### src/rtl/data_mem_pkg.sv
// Shared sizing defaults for the data memory.
// Imported by data_mem so all instances agree on word and address width.
package data_mem_pkg;

  localparam int DEF_DATA_WIDTH = 8;
  localparam int DEF_ADDR_WIDTH = 8;

endpackage

### src/rtl/data_mem.sv
// Single-port data memory with a registered, read-first output.
// Asynchronous active-low reset clears both the array and the output.
module data_mem
  import data_mem_pkg::*;
#(
  parameter int DATA_WIDTH = DEF_DATA_WIDTH,
  parameter int ADDR_WIDTH = DEF_ADDR_WIDTH
) (
  input  logic                  clk,
  input  logic                  rstN,
  input  logic [DATA_WIDTH-1:0] data,
  input  logic [ADDR_WIDTH-1:0] addr,
  input  logic                  wEn,
  input  logic                  rEn,
  output logic [DATA_WIDTH-1:0] mem_out
);

  localparam int DEPTH = 2 ** ADDR_WIDTH;

  logic [DATA_WIDTH-1:0] mem [DEPTH];

  // Read samples the pre-write word, so same-address access is read-first
  always_ff @(posedge clk or negedge rstN) begin
    if (!rstN) begin
      mem_out <= '0;
      for (int i = 0; i < DEPTH; i++) begin
        mem[i] <= '0;
      end
    end else begin
      if (wEn == 1'b1) begin
        mem[addr] <= data;
      end
      if (rEn == 1'b1) begin
        mem_out <= mem[addr];
      end
    end
  end

endmodule

### config.mk
export PLATFORM = sky130hd
export DESIGN_NAME = data_mem
export DESIGN_NICKNAME = d
export VERILOG_FILES = /design/src/rtl/data_mem_pkg.sv /design/src/rtl/data_mem.sv
export SDC_FILE = /design/constraint.sdc
export NUM_CORES = 2
export LEC_CHECK = 0
export ABC_AREA = 1
export CAP_MARGIN = 10
export CORE_MARGIN = 5
export CORE_UTILIZATION = 40
export DETAILED_ROUTE_END_ITERATION = 10
export SETUP_SLACK_MARGIN = 0.2
export SLEW_MARGIN = 20
export SYNTH_ARGS = -nofsm -noshare
export SYNTH_HDL_FRONTEND = slang
export SYNTH_SLANG_ARGS = --single-unit
export TNS_END_PERCENT = 10
### constraint.sdc
create_clock -name clk -period 2.82 [get_ports clk]
set_input_delay 0.282 -clock clk [delete_from_list [all_inputs] [get_ports clk]]
set_output_delay 0.282 -clock clk [all_outputs]
set_load 0.01 [all_outputs]
# Word level (Yosys, flattened, before mapping)
# Index checks and enable logic that the tools add are counted.
word_totals:
  register_bits: 2056
  out_inout_bits: 8
  word_cells: 267
classes:
  magnitude_cmp: 2
  muxes: 6
  n_bitwise: 1
  reduce_logical: 1
ops:
  columns: ["operator", "count"]
  rows:
  - ["2048-bit bitwise mux", 1]
  - ["8-bit binary-select mux with 8-bit select", 1]
  - ["8-bit demux with 8-bit select", 1]
  - ["8-bit 2-to-1 mux", 3]
  - ["9-bit >= comparator, second input constant", 1]
  - ["9-bit by 1-bit < comparator with 1-bit output, second input constant", 1]
  - ["8-bit NOT with 9-bit output", 1]
  - ["1-bit logical AND", 1]

# Longest topological paths before layout
logic_depth:
  word_depth: 6
  ltp_mapped: 19
  ltp_nobuf: 15

# Least setup slack after synthesis
# Ideal clock, no wire load.
synth_path:
  path_kind: "input-to-reg"
  from: "in addr[0]"
  to: "reg mem_out[4]"
  setup_ns: 0.117
  arrival_time_ns: 1.721
  required_ns: 2.703
  path_slack_ns: 0.982
  path_stages: 17
  n_path_buf: 4
  cell_sequence: "buf_4 -> inv_2 -> buf_6 -> buf_2 -> buf_2 -> nand2_1 -> a21oi_1 -> o21ai_0 -> nand2_1 -> nor2_1 -> nor2_1 -> nor2_1 -> nand2_1 -> nand2_1 -> nand2_1 -> nor2_1 -> nor2_1"
synth_via:
  elab_chain_cells: 4
synth_lines:
  columns: ["element", "line_no", "rtl"]
  rows:
  - ["start, declared", "data_mem.sv:12", "input logic [ADDR_WIDTH-1:0] addr,"]
  - ["8-bit NOT with 9-bit output (not written as such)", "data_mem.sv:34", "mem_out <= mem[addr];"]
  - ["8-bit binary-select mux with 8-bit select", "data_mem.sv:34", null]
  - ["8-bit 2-to-1 mux (not written as such) (2 in a row)", "data_mem.sv:34", null]
  - ["end signal, assigned", "data_mem.sv:34", null]
  - ["end, declared", "data_mem.sv:15", "output logic [DATA_WIDTH-1:0] mem_out"]
# Every way passes these cells. The select of a mux whose other input is x is not followed.
# A chain may end at the register's enable or synchronous reset.

# Worst setup path in the final report
layout_path:
  from: "reg mem_out[4]"
  to: "out mem_out[4]"
# No word-level cell between the ends.

==> flow_metrics.tcl <==
set metrics [dict create \
    detailedPlace.worstSlack_ns -0.164 \
    number_of_global_route_vias_before_repair 80652 \
    timing.critical_path.arrival_ns 2.02 \
    critical-path-top-delay-family "buffers and inverters" \
    detailroute.via_count 84264 \
    area_growth_syn_to_layout_pct 17.0 \
    synth_cells 12509 \
    synthFlopType "sky130_fd_sc_hd__dfrtp_1" \
    outcome "finished, final reports clean" \
    drt_first_pass_iters 6 \
    p_int_w 0.0512 \
    detail-route-antenna-nets 0 \
    finalHoldViolations 0 \
    cts_max_level 4 \
    power.share.combinational_pct 8.9 \
    worstPathCellList "clkdlybuf4s50_1" \
    core_region_area_um2 235000 \
    die_width_um 496 \
    sequential_cell_area_um2 51400 \
    critPathKind "register to primary output" \
    routedWlPerCell_um 20.5 \
    postSynth.asyncResetShare_pct 100 \
    placed_area_um2 102000 \
    timing.critical_path.required_ns 2.54 \
    nNetsFinal 12570 \
    worst_r2r_startpoint "mem[958]" \
    yosys_warnings 0 \
    effective_utilization_at_floorplan_pct 40.1 \
    top_level_ports 28 \
    ff2ff_setup_slack_ns 0.73 \
    crit_slowest_cell "sky130_fd_sc_hd__clkdlybuf4s50_1" \
    multi_input_area_um2 39100 \
    clk_pin_slew_ns 0.06 \
    timing.critical_path.from_type "register" \
    synth_top_area_share_pct 54.5 \
    drv_cap 0 \
    crit_buf_inv 1 \
    final_clock_skew_ns 0.0807 \
    slowest_stage_delay_cp_ns 0.61 \
    reg2reg_to "mem_out[6]" \
    ir_drop_mv 0.509 \
    postLayoutSetupSlackWorst_ns 0.521 \
    synth.ff_latch_count 2056 \
    final_period_minus_worst_setup_slack_ns 2.30 \
    final.fill_count 22975 \
    grt_overflow_total 0 \
    power_switching_share_pct 25.7 \
    gp_congestion 0.963 \
    final_cell_area_um2 110000 \
    worst_pin_slew_ns 0.860 \
    vias_per_cell 5.30 \
    power.sequential.fraction_pct 46.1 \
    clock-sinks 2056 \
    power.switching_w 0.0177 \
    min_delay_path_depth 3 \
    die_h_um 496 \
    post_synth.cell_area_avg_um2 7.54 \
    critical_path.endpoint_type "primary output" \
    first_iter_violations 9388 \
    cts_made_buffers 218 \
    maxSlewViolCount 0 \
    grt_pass1_wl_um 503000 \
    synth_area_leader_cell "sky130_fd_sc_hd__dfrtp_1" \
    worstPathMaxFanout 2 \
    final-setup-viol-count 0 \
    fp.dieArea_um2 246000 \
    synth-edff-count 0 \
    min_to "mem[745]" \
    post-route-drc-count 0 \
    clock_power_share_pct 45.0 \
    synth.distinct_cells 24 \
    max-slew-margin-rel_pct 42.7 \
    hold_path.startpoint "data[1]" \
    clock-root-buffer "sky130_fd_sc_hd__clkbuf_16" \
    antenna_found_initial 6 \
    clk_latency_ns 0.87 \
    hpwl_um 214000 \
    pin_count_of_the_biggest_net_entering_global_routing 127 \
    place.port_buffers 27 \
    cts_resized 0 \
    cts_tree "done" \
    share_of_layout_cells_above_drive_strength_1_pct 8.79 \
    synth.most_common_cell "sky130_fd_sc_hd__nand2_1" \
    leakage_power_summed_over_all_cells_nw 54.1 \
    synth.area.top_cells "sky130_fd_sc_hd__dfrtp_1, sky130_fd_sc_hd__nand2_1, sky130_fd_sc_hd__o21ai_0, sky130_fd_sc_hd__clkbuf_1, sky130_fd_sc_hd__nor2_1" \
    buffer_levels_on_the_longest_clock_path 3 \
    synthesis.area_um2 94300 \
    period_share_pct 81.5 \
    pd_cells_nw_per_um2 624 \
    ys_seq_area_share_pct 54.5 \
    maxClockFrequency_mhz 435 \
    utilization_pct 47.0 \
    synthesis.nets 12529 \
    worst_hold_path_type "primary input to register" \
    track_usage_pct 26.3 \
    postCtsSetupBuffers 0 \
    grt_setup_unrepaired "no" \
    standard_cell_row_count 178 \
    synthTopCellsByCount "sky130_fd_sc_hd__nand2_1, sky130_fd_sc_hd__dfrtp_1, sky130_fd_sc_hd__o21ai_0, sky130_fd_sc_hd__clkbuf_1, sky130_fd_sc_hd__nor2_1" \
    wirelength_um 326000 \
    r2r.worst_path.cells 15 \
]
-- metrics by stage --
stage / power, W / hold slack, ns / std cells / TNS (ns)
after global placement: 0.0382 / 0.246 / 15478 / -0.671
after detailed placement: 0.0384 / 0.239 / 15478 / -2.90
after global routing: 0.0714 / 0.225 / 15888 / 0
after CTS: 0.0693 / 0.177 / 15886 / 0
final: 0.0688 / 0.223 / 15891 / 0
after floorplan: 0.0351 / -0.0136 / 12509 / 0
-- layout by cell type, fill, tap and decap left out, types with 3 or more instances in the layout --
| cell type | netlist | layout |
|---|---|---|
| sky130_fd_sc_hd__inv_1 | 60 | 54 |
| sky130_fd_sc_hd__inv_8 | 0 | 11 |
| sky130_fd_sc_hd__clkbuf_16 | 0 | 222 |
| sky130_fd_sc_hd__dfrtp_1 | 2056 | 2056 |
| sky130_fd_sc_hd__clkbuf_1 | 576 | 38 |
| sky130_fd_sc_hd__clkinv_2 | 0 | 33 |
| sky130_fd_sc_hd__nand3_1 | 147 | 147 |
| sky130_fd_sc_hd__buf_12 | 0 | 184 |
| sky130_fd_sc_hd__bufinv_16 | 0 | 23 |
| sky130_fd_sc_hd__o21ai_1 | 58 | 58 |
| sky130_fd_sc_hd__diode_2 | 0 | 5 |
| sky130_fd_sc_hd__nor2_2 | 10 | 8 |
| sky130_fd_sc_hd__o21ai_0 | 2012 | 2012 |
| sky130_fd_sc_hd__nand4_1 | 52 | 52 |
| sky130_fd_sc_hd__nand2_2 | 13 | 15 |
| sky130_fd_sc_hd__buf_4 | 8 | 489 |
| sky130_fd_sc_hd__nor3_2 | 19 | 7 |
| sky130_fd_sc_hd__nand2_1 | 6584 | 6582 |
| sky130_fd_sc_hd__a22oi_1 | 8 | 8 |
| sky130_fd_sc_hd__clkinvlp_4 | 0 | 8 |
| sky130_fd_sc_hd__inv_2 | 15 | 12 |
| sky130_fd_sc_hd__nor2_1 | 449 | 447 |
| sky130_fd_sc_hd__nor2_4 | 3 | 7 |
| sky130_fd_sc_hd__a21oi_1 | 135 | 135 |
| sky130_fd_sc_hd__nor3_4 | 0 | 12 |
| sky130_fd_sc_hd__clkdlybuf4s50_1 | 0 | 24 |
| sky130_fd_sc_hd__inv_6 | 0 | 3 |
| sky130_fd_sc_hd__clkbuf_8 | 0 | 70 |
| sky130_fd_sc_hd__clkinv_16 | 0 | 6 |
-- state kept, by name, indices dropped and copies added, names as in the netlist --
name / count
mem: 2048
mem_out: 8
-- timing repair --
| action | in CTS | in global routing |
|---|---|---|
| endpoints found under the setup margin | 0 | 0 |
| endpoints found under the hold margin | 1284 | 0 |
| hold buffers | 2 | 0 |
-- layout make-up --
type,instances,area share (%)
inverter,79,0.348
antenna,5,0.0113
clock buffer,330,6.04
clock inverter,76,1.06
sequential,2056,46.6
multi-input combinational,9493,35.4
timing repair buffer,702,6.95
tap,3150,3.57
-- how the worst max path moves through the flow --
stage,endpoint,startpoint,cells past startpoint
after floorplan,mem_out[4],addr[0],17
after global placement,mem_out[3],addr[2],17
after detailed placement,mem_out[3],addr[2],17
after CTS,mem_out[0],mem_out[0],1
after global routing,mem_out[4],mem_out[4],1
final,mem_out[4],mem_out[4],1
-- logic make-up after synthesis --
group	after synthesis	share of synthesized area [%]
AOI/OAI and AO/OA	2215	11.8
and+or+nand+nor	7278	29.5
DFF	2056	54.5
buffers and inverters	960	4.17
-- power by group through the flow --
stage | clock [W] | sequential [W] | combinational, W
detailed placement | 0 | 0.0322 | 0.00610
global route | 0.0327 | 0.0319 | 0.00677
CTS | 0.0315 | 0.0317 | 0.00613
finish | 0.0310 | 0.0317 | 0.00612
global placement | 0 | 0.0322 | 0.00600
floorplan | 0 | 0.0321 | 0.00309
-- layer usage --
metal | share of wire, % | routed length (µm) | GRT usage, %
met4 | 4.0 | 13000 | 9.75
met3 | 8.0 | 26100 | 4.83
met1 | 44 | 142000 | 37.3
met2 | 44 | 145000 | 40.5
met5 | 0 | 0 | 0
(Power assumes the default switching activity.)
